<file path="src/rtl/stopwatch_ctrl.sv">
// MM:SS stopwatch controller with BCD count, 1 s prescaler and FSM.
// Define STOPWATCH_LAP_EN to build in the lap (display freeze) feature.
module stopwatch_ctrl #(
  parameter int unsigned TICK_CYCLES = 100_000_000
) (
  input  logic       clk,
  input  logic       rst_n,
  input  logic       start_stop,
  input  logic       clear,
  input  logic       lap,
  output logic       running,
  output logic       tick,
  output logic       rollover,
  output logic [7:0] sec_bcd,
  output logic [7:0] min_bcd,
  output logic       lap_active
);

  localparam logic [1:0] S_IDLE  = 2'd0;
  localparam logic [1:0] S_RUN   = 2'd1;
  localparam logic [1:0] S_PAUSE = 2'd2;
  localparam logic [31:0] TOP = 32'(TICK_CYCLES - 1);

  logic [1:0]  state_q, state_d;
  logic [31:0] presc_q, presc_d;
  logic        ss_q, clr_q;
  logic [3:0]  su_q, su_d, st_q, st_d;
  logic [3:0]  mu_q, mu_d, mt_q, mt_d;
  logic        ss_press, clr_press;
  logic        is_run, tick_w, at_max;

  assign ss_press  = start_stop & ~ss_q;
  assign clr_press = clear & ~clr_q;
  assign is_run    = (state_q == S_RUN);
  assign tick_w    = is_run && (presc_q == TOP);
  assign at_max    = (su_q == 4'd9) && (st_q == 4'd5) &&
                     (mu_q == 4'd9) && (mt_q == 4'd5);

  assign running  = is_run;
  assign tick     = tick_w;
  assign rollover = tick_w && at_max;

  always_comb begin
    state_d = state_q;
    if (clr_press) begin
      state_d = S_IDLE;
    end else if (ss_press) begin
      unique case (1'b1)
        (state_q == S_IDLE):  state_d = S_RUN;
        (state_q == S_RUN):   state_d = S_PAUSE;
        (state_q == S_PAUSE): state_d = S_RUN;
        default:              state_d = S_IDLE;
      endcase
    end
  end

  always_comb begin
    presc_d = presc_q;
    if (clr_press)
      presc_d = '0;
    else if (is_run)
      presc_d = (presc_q == TOP) ? '0 : presc_q + 32'd1;
  end

  // Ripple BCD increment: each digit wraps only when all lower ones do.
  always_comb begin
    su_d = su_q;
    st_d = st_q;
    mu_d = mu_q;
    mt_d = mt_q;
    if (clr_press) begin
      su_d = '0;
      st_d = '0;
      mu_d = '0;
      mt_d = '0;
    end else if (tick_w) begin
      if (su_q != 4'd9) begin
        su_d = su_q + 4'd1;
      end else begin
        su_d = '0;
        if (st_q != 4'd5) begin
          st_d = st_q + 4'd1;
        end else begin
          st_d = '0;
          if (mu_q != 4'd9) begin
            mu_d = mu_q + 4'd1;
          end else begin
            mu_d = '0;
            mt_d = (mt_q != 4'd5) ? mt_q + 4'd1 : 4'd0;
          end
        end
      end
    end
  end

  always_ff @(posedge clk) begin
    if (!rst_n) begin
      state_q <= S_IDLE;
      presc_q <= '0;
      ss_q    <= 1'b0;
      clr_q   <= 1'b0;
      su_q    <= '0;
      st_q    <= '0;
      mu_q    <= '0;
      mt_q    <= '0;
    end else begin
      state_q <= state_d;
      presc_q <= presc_d;
      ss_q    <= start_stop;
      clr_q   <= clear;
      su_q    <= su_d;
      st_q    <= st_d;
      mu_q    <= mu_d;
      mt_q    <= mt_d;
    end
  end

`ifdef STOPWATCH_LAP_EN
  logic       lap_q, lap_press;
  logic       lact_q, lact_d;
  logic [7:0] lsec_q, lsec_d, lmin_q, lmin_d;

  assign lap_press = lap & ~lap_q;

  always_comb begin
    lact_d = lact_q;
    lsec_d = lsec_q;
    lmin_d = lmin_q;
    if (clr_press) begin
      lact_d = 1'b0;
    end else if (lap_press) begin
      if (is_run) begin
        lact_d = ~lact_q;
        if (!lact_q) begin
          lsec_d = {st_q, su_q};
          lmin_d = {mt_q, mu_q};
        end
      end else begin
        lact_d = 1'b0;
      end
    end
  end

  always_ff @(posedge clk) begin
    if (!rst_n) begin
      lap_q  <= 1'b0;
      lact_q <= 1'b0;
      lsec_q <= '0;
      lmin_q <= '0;
    end else begin
      lap_q  <= lap;
      lact_q <= lact_d;
      lsec_q <= lsec_d;
      lmin_q <= lmin_d;
    end
  end

  assign lap_active = lact_q;
  assign sec_bcd    = lact_q ? lsec_q : {st_q, su_q};
  assign min_bcd    = lact_q ? lmin_q : {mt_q, mu_q};
`else
  logic unused_lap;
  assign unused_lap = lap;
  assign lap_active = 1'b0;
  assign sec_bcd    = {st_q, su_q};
  assign min_bcd    = {mt_q, mu_q};
`endif

endmodule
</file>
<file path="config.mk">
export PLATFORM = sky130hd
export DESIGN_NAME = stopwatch_ctrl
export DESIGN_NICKNAME = d
export VERILOG_FILES = /design/src/rtl/stopwatch_ctrl.sv
export SDC_FILE = /design/constraint.sdc
export NUM_CORES = 1
export LEC_CHECK = 0
export CORE_MARGIN = 2
export CORE_UTILIZATION = 33
export DETAILED_ROUTE_END_ITERATION = 6
export PLACE_DENSITY = 0.51
export SLEW_MARGIN = 20
export SYNTH_ARGS = -nofsm -noshare
export SYNTH_HDL_FRONTEND = slang
export SYNTH_SLANG_ARGS = --single-unit
</file>
<file path="constraint.sdc">
create_clock -name clk -period 6.15 [get_ports clk]
set_input_delay 0.9225 -clock clk [delete_from_list [all_inputs] [get_ports clk]]
set_output_delay 0.9225 -clock clk [all_outputs]
set_load 0.03 [all_outputs]
</file>
# [Yosys cells after proc, flatten, opt, wreduce, memory -nomap -nowiden]
# Index checks and enable logic that the tools add are counted.
[classes] bitwise=8 mux=6 n_reduce_logical=11 n_addsub=5 eq_ne=11
[ops] op="adder 32 x 1 -> 32 bit (second input constant)" count=1
[ops] op="== test 32 x 27 -> 1 bit (second input constant)" count=1
[ops] op="two-way mux 32 bit" count=1
[ops] op="adder 4 x 1 -> 4 bit (second input constant)" count=4
[ops] op="two-way mux 4 bit" count=4
[ops] op="== test 4 x 3 -> 1 bit (second input constant)" count=2
[ops] op="== test 4 bit (second input constant)" count=2
[ops] op="inequality test 4 x 3 -> 1 bit (second input constant)" count=2
[ops] op="inequality test 4 bit (second input constant)" count=2
[ops] op="NOT 1 bit" count=6
[ops] op="logical AND 1 bit" count=5
[ops] op="one-hot mux 2 bit (2 select lines)" count=1
[ops] op="AND reduction 4 bit" count=1
[ops] op="OR reduction 2 bit" count=2
[ops] op="AND reduction 3 bit" count=1
[ops] op="AND 1 bit" count=2
[ops] op="== test 2 x 1 -> 1 bit (second input constant)" count=1
[ops] op="== test 2 bit (second input constant)" count=1
[ops] op="logical NOT 2 bit" count=1
[ops] op="AND reduction 2 bit" count=1
[totals] out_inout_bits=20 elab_cells=49 reg_bits=52

# [Longest topological paths before layout]
# Gate-level depths: netlist (run 1).
[logic_depth] word_depth=5 depth_mapped=7 mapped_depth_nobuf=7

# [Worst setup path before layout (run 1)]
# Ideal clock, no wire load.
[synth_timing] path_kind="register to output" startpoint="register st_q[2]" endpoint="output rollover" stages_incl_launch_ff=5 t_arrival_ps=2428 setup_slack_ps=2799 cell_sequence="dfxtp_1 -> nor4bb_1 -> and4_1 -> nand2_1 -> nor4b_1"
[synth_between] elab_chain_cells=5
[synth_lines] element="start: declaration" line_no="27" source="logic [3:0] su_q, su_d, st_q, st_d;"
[synth_lines] element="start signal: assignment" line_no="112" source="st_q <= st_d;"
[synth_lines] element="== test 4 x 3 -> 1 bit" line_no="36" source="assign at_max = (su_q == 4'd9) && (st_q == 4'd5) &&"
[synth_lines] element="logical AND 1 bit (2 in series)" line_no="36"
[synth_lines] element="logical AND 1 bit" line_no="37" source="(mu_q == 4'd9) && (mt_q == 4'd5);"
[synth_lines] element="logical AND 1 bit" line_no="41" source="assign rollover = tick_w && at_max;"
[synth_lines] element="end: declaration" line_no="13" source="output logic rollover,"
# Every way passes these cells.

# [Final worst setup path (run 1)]
[layout_timing] startpoint="register presc_q[0]" endpoint="output rollover"
[layout_between] elab_chain_cells=3
[layout_lines] element="start: declaration" line_no="25" source="logic [31:0] presc_q, presc_d;"
[layout_lines] element="start signal: assignment" line_no="108" source="presc_q <= presc_d;"
[layout_lines] element="== test 32 x 27 -> 1 bit" line_no="35" source="assign tick_w = is_run && (presc_q == TOP);"
[layout_lines] element="logical AND 1 bit" line_no="35"
[layout_lines] element="logical AND 1 bit" line_no="41"
# Every way passes these cells.

==> results.sh, run 1 <==
export IMPL_status="completed"
export IMPL_critical_path_required_ns=5.23
export IMPL_cap_violations=0
export IMPL_clkPwrFrac_pct=35.9
export IMPL_vias_per_cell=4.898
export IMPL_p_leak_nw=0.9886
export IMPL_cts_sinks=52
export IMPL_grt_pass1_wl_mm=8.804
export IMPL_syn_inst=279
export IMPL_post_cts_buffers=0
export IMPL_p_per_area_mw_per_mm2=190.0
export IMPL_postCtsHoldBufs=0
export IMPL_timing_slew_headroom_pct=44.31
export IMPL_row_count=31
export IMPL_drtAntennaViolNets=0
export IMPL_crit_type="flop to output pin"
export IMPL_synth_edf_count=0
export IMPL_cp_max_fo=4
export IMPL_first_pass_iters=4
export IMPL_synthesis_area_mm2=0.002530
export IMPL_placed_area_mm2=0.002843
export IMPL_hpwlAfterDp_mm=3.434
export IMPL_rsz0062_at_grt="false"
export IMPL_dieHeight_um=91.56
export IMPL_clockRootBuffer="clkbuf_8"
export IMPL_fin_crit_ns=3.901
export IMPL_cp_end_kind="output pin"
export IMPL_grt_util_all_layers_pct=12.84
export IMPL_layout_nets=307
export IMPL_final_cell_area_mm2=0.002930
export IMPL_ys_flop_type="dfxtp_1"
export IMPL_syn2layout_area_growth_pct=15.83
export IMPL_placeableCoreArea_mm2=0.007331
export IMPL_htreeDepth=2
export IMPL_worst_setup_path_start_kind="flop"
export IMPL_routed_wl_mm=5.031
export IMPL_vias=1964
export IMPL_mostFrequentLayoutCell="dfxtp_1"
export IMPL_crit_chain="ha_1, nand3b_2, nor3_1, nand3_1, nor4b_1, clkdlybuf4s50_1"
export IMPL_seqPwrFrac_pct=61.0
export IMPL_clockBufferDepth=2
export IMPL_finalCritPeriodShare_pct=63.43
export IMPL_p_sw_uw=133.3
export IMPL_num_antenna_cells=0
export IMPL_p_int_uw=423.6
export IMPL_die_x_um=91.56
export IMPL_drive_above_1_share_pct=8.609
export IMPL_synthArstFlopShare_pct=0
export IMPL_final_hold_viol_count=0
export IMPL_switching_share_pct=23.93
export IMPL_port_buffer_count=22
export IMPL_setup_viol=0
export IMPL_start_util_pct=34.51
export IMPL_synth_nets=285
export IMPL_grt_max_degree=33
export IMPL_wire_per_inst_um=12.55
export IMPL_boundaryPins=25
export IMPL_cp_slowest_cell="clkdlybuf4s50_1"
export IMPL_crit_arrival_ns=2.98
export IMPL_synth_cell_types=49
export IMPL_clock_latency_ns=0.31
export IMPL_p_comb_share_pct=3.1
export IMPL_first_global_vias=1844
export IMPL_fin_skew_ns=0.01016
export IMPL_final_cells=401
export IMPL_layout_common_cells="dfxtp_1 (52), nor2_1 (45), xor2_1 (28)"
export IMPL_avgSynthCellArea_um2=9.068
export IMPL_cts_buffers=5
export IMPL_drt_iter0_drc=62
export IMPL_fmax_mhz=256.4
export IMPL_drv_slew=0
export IMPL_cts_resized=0
export IMPL_cts_tree="built"
export IMPL_ys_warnings_count=0
export IMPL_grt_remaining_overflow=0
export IMPL_path_clk_slew_ns=0.10
export IMPL_dp_cells=393
export IMPL_hp_class="flop to flop"
export IMPL_tightest_slew_ns=0.8331
export IMPL_cpPeakStageDelay_ns=0.73
export IMPL_die_area_mm2=0.008383
export IMPL_ys_ff_latch=52
export IMPL_ir_drop_uv=75.01
export IMPL_antenna_found_initial=0
export IMPL_ys_seq_area_share_pct=41.15
export IMPL_drc=0
export IMPL_tns_ns=0
export IMPL_gp_congestion=0.6912
through the flow:
| step | util (%) | hold slack [ns] | power [mW] | setup slack [ns] |
|---|---|---|---|---|
| finish | 39.97 | 0.5097 | 0.5568 | 2.249 |
| global route | 39.97 | 0.5487 | 0.5782 | 1.925 |
| CTS | 39.97 | 0.5186 | 0.5665 | 2.188 |
| detailed placement | 38.78 | 0.4950 | 0.3654 | 2.540 |
| global placement | 38.74 | 0.4876 | 0.3651 | 2.539 |
| floorplan | - | 0.4717 | 0.3605 | 2.799 |
final timing paths:
check                  start         end  slack [ns]  cells after the start
hold reg to reg      su_q[0]     su_q[0]        0.51                      2
setup reg to reg  presc_q[0]  presc_q[3]        3.73                      6
hold / removal       su_q[0]     su_q[0]        0.51                      2
setup / recovery  presc_q[0]    rollover        2.25                      6
cell usage after synthesis (2+ instances only):
cell      number  area [µm²]
a21oi_1       13       65.06
a31o_1         2       17.52
and2_1         2       12.51
and2_2         2       15.01
and3_1         5       31.28
and4_1         5       43.79
buf_1          2       7.510
buf_4          2       15.01
clkbuf_1       4       15.01
dfxtp_1       52        1041
inv_1          7       26.28
mux2i_1        7       70.07
nand2_1       16       60.06
nand3_1       17       85.08
nand3b_1       3       22.52
nand4_1       12       75.07
nor2_1        45       168.9
nor2b_1        6       37.54
nor3b_1        4       30.03
nor4_1         3       18.77
nor4_4         3       63.81
nor4b_1        2       17.52
o31ai_1        5       37.54
or3_4          2       22.52
or4_1          3       22.52
xnor2_1        5       43.79
xor2_1        28       245.2
flip-flops by register name, indices dropped and copies added, names as in the netlist:
name and cells:
clr_q 1, state_q 2, mt_q 4, su_q 4
ss_q 1, st_q 4, mu_q 4, presc_q 32
layer usage:
layer  up-vias  routed length (µm)  track usage [%]
met4         0                  68            4.167
met2        21                2221            20.77
met3         5                 147            3.154
met1       918                2593            16.74
met5         -                   0                0
li1       1020                   -                -
area by class of cell:
cell class                      instances  area, µm²
Clock buffer                            5      68.82
Clock inverter                          3      18.77
Fill cell                             725       4400
Inverter                                8      30.03
Multi-Input combinational cell        210       1413
Sequential cell                        52       1041
Tap cell                               99      123.9
Timing Repair Buffer                   24      235.2
power by group through the flow:
stage | Sequential [mW] | Clock, mW | Combinational (mW)
2_1_floorplan | 0.347 | 0 | 0.0135
4_1_cts | 0.340 | 0.209 | 0.0180
3_5_place_dp | 0.347 | 0 | 0.0180
3_3_place_gp | 0.347 | 0 | 0.0178
6_report | 0.340 | 0.200 | 0.0174
5_1_grt | 0.340 | 0.219 | 0.0198
kinds of logic after synthesis:
logic type	synth area share, %
compound gates	6.133
xor+xnor	11.42
fa+ha+maj	0.4945
buf+inv	3.116
flops	41.15
mux	2.770
other cells	0.1482
simple gates	34.77
critical path: cells and delay by family (launching register included):
kind                     cells  cell delay (ns)
adder cells (fa/ha/maj)      1             0.24
buffers and inverters        1             0.73
flip-flops                   1             0.40
AND/OR/NAND/NOR              4             1.31
(Power assumes the default switching activity.)
==> run 2: changes to the inputs <==
PLACE_DENSITY = 0.53   (was 0.51)
clock period = 3.4 ns   (was 6.15 ns; I/O delays follow)
==> results.sh, run 2 (synthesis gave the netlist of run 1 again) <==
export IMPL_status="completed"
export IMPL_p_total_mw=1.014
export IMPL_vias_per_cell=4.887
export IMPL_seqPwrFrac_pct=60.5
export IMPL_cts_tree="built"
export IMPL_mostFrequentLayoutCell="dfxtp_1"
export IMPL_tns_ns=0
export IMPL_tightest_slew_ns=0.8383
export IMPL_top_register="presc_q"
export IMPL_finalCritPeriodShare_pct=86.54
export IMPL_holdPathEnd="su_q[0]"
export IMPL_row_count=31
export IMPL_boundaryPins=25
export IMPL_syn2layout_area_growth_pct=17.41
export IMPL_grt_pass1_wl_mm=8.645
export IMPL_gp_congestion=0.7644
export IMPL_cp_max_fo=7
export IMPL_p_leak_nw=1.030
export IMPL_drive_above_1_share_pct=9.121
export IMPL_htreeDepth=2
export IMPL_setup_viol=0
export IMPL_drv_slew=0
export IMPL_p_sw_uw=224.2
export IMPL_holdWs_ns=0.4990
export IMPL_timing_slew_headroom_pct=43.97
export IMPL_layout_common_cells="dfxtp_1 (52), nor2_1 (45), xor2_1 (28)"
export IMPL_final_cells=406
export IMPL_reg2reg_depth=5
export IMPL_met3_usage_pct=3.485
export IMPL_clock_latency_ns=0.30
export IMPL_final_hold_viol_count=0
export IMPL_first_pass_iters=4
export IMPL_grt_util_met2_pct=19.24
export IMPL_antenna_found_initial=0
export IMPL_largest_reg_flops=32
export IMPL_clkPwrFrac_pct=36.2
export IMPL_critical_path_required_ns=2.89
export IMPL_drtAntennaViolNets=0
export IMPL_fmax_mhz=339.9
export IMPL_worst_setup_path_start_kind="flop"
export IMPL_cap_violations=0
export IMPL_crit_chain="nor4_1, and4_1, nand3_1, clkinv_1, clkdlybuf4s50_1"
export IMPL_grt_max_degree=33
export IMPL_cp_slowest_cell="clkdlybuf4s50_1"
export IMPL_drc=0
export IMPL_clockRootBuffer="clkbuf_8"
export IMPL_grt_remaining_overflow=0
export IMPL_path_clk_slew_ns=0.09
export IMPL_vias=1984
export IMPL_num_antenna_cells=0
export IMPL_p_per_area_mw_per_mm2=341.5
export IMPL_p_int_uw=790.2
export IMPL_rsz0062_at_grt="false"
export IMPL_layout_nets=312
export IMPL_fin_skew_ns=0.007053
export IMPL_met1_usage_pct=16.90
export IMPL_grt_util_all_layers_pct=12.54
export IMPL_dieHeight_um=91.56
export IMPL_ff_latch_area_mm2=0.001041
export IMPL_min_from="su_q[0]"
export IMPL_cpPeakStageDelay_ns=0.67
export IMPL_hp_class="flop to flop"
export IMPL_dp_cells=398
export IMPL_grt_busiest_layer="met2"
export IMPL_drt_iter0_drc=35
export IMPL_cts_sinks=52
export IMPL_wire_per_inst_um=12.31
export IMPL_die_x_um=91.56
export IMPL_post_cts_buffers=0
export IMPL_placeableCoreArea_mm2=0.007331
export IMPL_multi_input_area_mm2=0.001410
export IMPL_port_buffer_count=22
export IMPL_clockBufferDepth=2
export IMPL_switching_share_pct=22.10
export IMPL_crit_buf_inv=2
export IMPL_crit_arrival_ns=2.43
export IMPL_start_util_pct=34.51
export IMPL_cp_end_kind="output pin"
export IMPL_final_util_pct=40.52
export IMPL_p_comb_share_pct=3.3
export IMPL_reg2reg_from="presc_q[8]"
export IMPL_crit_type="flop to output pin"
export IMPL_fill_cells=752
export IMPL_rrSetupSlack_ns=1.19
export IMPL_fin_crit_ns=2.942
export IMPL_min_path_cells=2
export IMPL_hpwlAfterDp_mm=3.446
export IMPL_routed_wl_mm=4.999
export IMPL_die_area_mm2=0.008383
export IMPL_ir_drop_uv=156.4
export IMPL_cts_buffers=5
export IMPL_r2r_end="mu_q[0]"
export IMPL_first_global_vias=1819
export IMPL_critPathTopFamily="simple AND/OR/NAND/NOR gates"
-- run 2: timing repair --
| item | in CTS | in global routing |
|---|---|---|
| hold buffers | 0 | 0 |
| hold endpoints to repair | 0 | 0 |
| endpoints found under the setup margin | 0 | 1 |
| gates resized for setup | 0 | 1 |
-- run 2: how the worst max path moves through the flow --
| stage | from | endpoint | cells past startpoint |
|---|---|---|---|
| 3_3_place_gp | presc_q[8] | rollover | 5 |
| 6_report | presc_q[10] | tick | 5 |
| 4_1_cts | presc_q[8] | rollover | 5 |
| 3_5_place_dp | presc_q[8] | rollover | 5 |
| 2_1_floorplan | st_q[2] | rollover | 4 |
| 5_1_grt | presc_q[0] | tick | 6 |
-- run 2: power groups by stage --
stage	Combinational, mW	Sequential [mW]	Clock [mW]
detailed placement	0.0341	0.628	0
floorplan	0.0245	0.628	0
global route	0.0369	0.615	0.412
finish	0.0332	0.614	0.367
global placement	0.0344	0.628	0
CTS	0.0342	0.614	0.384
-- run 2: stage by stage --
step	setup WS (ns)	instance area (µm²)
floorplan	0.4617	2530
global placement	0.4941	2878
detailed placement	0.5176	2878
CTS	0.1705	2968
global route	0.2811	2970
finish	0.4578	2970
-- run 2: area by class of cell --
type	instances	area share, %
clock buffer	8	3.033
sequential	52	35.05
tap	99	4.170
multi-input combinational	210	47.47
timing repair buffer	29	9.267
inverter	8	1.011
-- run 2: worst min-delay path, stage by stage, from the launching register on --
cell	delay [ns]
dfxtp_1	0.34
nand2_1	0.06
a21oi_1	0.05
-- run 2: layer usage --
layer  up-vias  wire [µm]
li1       1029          -
met1       917       2585
met2        32       2152
met3         6        195
met4         0         67
met5         -          0
==> run 3: changes to the inputs <==
ABC_AREA = 1   (was default)
GPL_TIMING_DRIVEN = 1   (was default)
PLACE_DENSITY = 0.52   (was 0.53)
SLEW_MARGIN = default   (was 20)
==> results.sh, run 3 <==
export IMPL_syn_inst=428
export IMPL_start_util_pct=34.34
export IMPL_crit_chain="ha_1, nand3_1, nor2_4, nand3_4, nor2_8, nand3_4, nor2_1, clkdlybuf4s50_1"
export IMPL_die_x_um=99.49
export IMPL_synth_most_common_cell="nand2_1"
export IMPL_met1_length_mm=3.392
export IMPL_port_buffer_count=22
export IMPL_grt_pass1_wl_mm=11.66
export IMPL_p_leak_nw=1.314
export IMPL_grt_util_all_layers_pct=14.60
export IMPL_first_global_vias=2463
export IMPL_post_cts_buffers=0
export IMPL_mostFrequentLayoutCell="nand2_1"
export IMPL_wl_met2_mm=3.181
export IMPL_met3_wirelength_um=184
export IMPL_syn2layout_area_growth_pct=15.63
export IMPL_routed_wl_mm=6.829
export IMPL_ys_seq_area_share_pct=34.59
export IMPL_die_area_mm2=0.009898
export IMPL_final_cell_area_mm2=0.003480
export IMPL_drc=0
export IMPL_hp_class="flop to flop"
export IMPL_top_register="presc_q"
export IMPL_synth_nets=434
export IMPL_p_comb_share_pct=4.5
export IMPL_cpPeakStageDelay_ns=0.67
export IMPL_clock_latency_ns=0.30
export IMPL_p_int_uw=887.3
export IMPL_synthTopCellsByArea="dfxtp_1 (35%), nand2_1 (10%), nor2_1 (8.1%), inv_1 (7.4%), nand4_1 (4.4%)"
export IMPL_postCtsHoldBufs=0
export IMPL_cts_sinks=52
export IMPL_synth_cell_types=39
export IMPL_antenna_found_initial=0
export IMPL_clkPwrFrac_pct=41.1
export IMPL_ys_warnings_count=0
export IMPL_ys_ff_latch=52
export IMPL_vias_per_cell=4.703
export IMPL_dieHeight_um=99.49
export IMPL_cp_max_fo=7
export IMPL_wire_per_inst_um=12.13
export IMPL_row_count=34
export IMPL_cap_violations=0
export IMPL_fmax_mhz=336.0
export IMPL_critical_path_required_ns=2.89
export IMPL_synth_edf_count=0
export IMPL_gp_congestion=0.8090
export IMPL_drive_above_1_share_pct=12.09
export IMPL_rsz0062_at_grt="false"
export IMPL_synthArstFlopShare_pct=0
export IMPL_fin_crit_ns=2.976
export IMPL_drtAntennaViolNets=0
export IMPL_dp_worst_setup_slack_ns=0.7320
export IMPL_cts_buffers=5
export IMPL_final_cells=563
export IMPL_clockRootBuffer="clkbuf_8"
export IMPL_clockBufferDepth=2
export IMPL_largest_reg_flops=32
export IMPL_cp_slowest_cell="clkdlybuf4s50_1"
export IMPL_synth_top_area_share_pct=34.59
export IMPL_setup_viol=0
export IMPL_path_common_cell="nand3_4"
export IMPL_first_pass_iters=4
export IMPL_placed_area_mm2=0.003353
export IMPL_cp_end_kind="output pin"
export IMPL_layout_common_cells="nand2_1 (84), nor2_1 (65), inv_1 (59)"
export IMPL_layout_nets=460
export IMPL_drt_iter0_drc=86
export IMPL_avgSynthCellArea_um2=7.031
export IMPL_ir_drop_uv=147.9
export IMPL_hpwlAfterDp_mm=5.199
export IMPL_cts_resized=0
export IMPL_path_clk_slew_ns=0.09
export IMPL_tns_ns=0
export IMPL_htreeDepth=2
export IMPL_ys_flop_type="dfxtp_1"
export IMPL_final_hold_viol_count=0
export IMPL_crit_buf_inv=1
export IMPL_routed_top_layer="met4"
export IMPL_p_per_area_mw_per_mm2=325.3
export IMPL_num_antenna_cells=0
export IMPL_holdWs_ns=0.4859
export IMPL_crit_arrival_ns=2.47
export IMPL_layout_setup_ws_ns=0.4236
export IMPL_p_sw_uw=244.8
export IMPL_grt_max_degree=20
export IMPL_cts_tree="built"
export IMPL_fill_cells=952
export IMPL_dp_cells=555
export IMPL_synth_top_cells_by_count="nand2_1 (84), nor2_1 (65), inv_1 (59)"
export IMPL_grt_remaining_overflow=0
export IMPL_synthesis_area_mm2=0.003009
export IMPL_status="completed"
export IMPL_critPathTopFamily="simple AND/OR/NAND/NOR gates"
export IMPL_switching_share_pct=21.62
export IMPL_fin_skew_ns=0.007620
export IMPL_worst_setup_path_start_kind="flop"
export IMPL_synth_largest_area_cell="dfxtp_1"
export IMPL_vias=2648
export IMPL_finalCritPeriodShare_pct=87.54
export IMPL_drv_slew=0
export IMPL_crit_type="flop to output pin"
export IMPL_seqPwrFrac_pct=54.4
export IMPL_placeableCoreArea_mm2=0.008763
export IMPL_boundaryPins=25
==> run 3: cell count changes after synthesis, moves of 6 or more <==
| cell | change |
|---|---|
| nand2_1 | +68 |
| inv_1 | +52 |
| nor2_1 | +20 |
| xor2_1 | -13 |
| nor3_1 | +11 |
| nand2_2 | +9 |
| nand4_1 | +9 |
| o21ai_0 | +9 |
| mux2i_1 | -7 |
| nor2_4 | +7 |
| inv_2 | +6 |
| nor2b_1 | -6 |
==> run 3: cells by family (layout without fill, tap and decap cells) <==
group | after synthesis | count (layout) | synth area share, %
compound gates | 35 | 35 | 6.653
xor+xnor | 22 | 22 | 6.403
fa+ha+maj | 1 | 1 | 0.4157
buf+inv | 72 | 99 | 9.231
flops | 52 | 52 | 34.59
other cells | 1 | 1 | 0.1246
simple gates | 245 | 245 | 42.58
==> run 3: worst register-to-register path: stages (launching register included) <==
cell and delay [ns]:
dfxtp_1 0.39, ha_1 0.19, nand3_1 0.17, nor2_4 0.22, nand3_4 0.12, clkinv_1 0.07, nand2_2 0.08, nand2_2 0.28
nor3_1 0.11
==> run 3: routing by layer <==
| metal | track usage, % | up-vias |
|---|---|---|
| met5 | 0 | - |
| met4 | 3.899 | 0 |
| met3 | 2.319 | 7 |
| met2 | 24.12 | 35 |
| met1 | 19.88 | 1195 |
| li1 | - | 1411 |
==> run 3: area by class of cell <==
| type | instances | area (µm²) | area share (%) |
|---|---|---|---|
| tap | 108 | 135.1 | 3.884 |
| inverter | 67 | 251.5 | 7.228 |
| clock inverter | 1 | 30.03 | 0.8630 |
| multi-input combinational | 304 | 1690 | 48.58 |
| clock buffer | 7 | 96.34 | 2.769 |
| sequential | 52 | 1041 | 29.92 |
| timing repair buffer | 24 | 235.2 | 6.760 |
==> run 3: final timing paths <==
check	startpoint	endpoint	slack (ns)	cells past startpoint
setup reg to reg	presc_q[0]	presc_q[27]	1.66	8
hold / removal	st_q[2]	st_q[2]	0.49	2
setup / recovery	presc_q[0]	rollover	0.42	8
hold reg to reg	st_q[2]	st_q[2]	0.49	2
==> run 3: metrics by stage <==
stage,utilization [%],total power [mW]
2_1_floorplan,-,0.6644
3_3_place_gp,38.26,0.6817
3_5_place_dp,38.26,0.6827
4_1_cts,39.71,1.151
5_1_grt,39.71,1.180
6_report,39.71,1.132
==> run 3: power by group through the flow <==
stage | registers (mW) | logic, mW | clock network (mW)
after floorplan | 0.629 | 0.0350 | 0
after global placement | 0.630 | 0.0521 | 0
after detailed placement | 0.630 | 0.0529 | 0
after CTS | 0.616 | 0.0529 | 0.483
after global routing | 0.616 | 0.0575 | 0.506
final | 0.615 | 0.0509 | 0.466
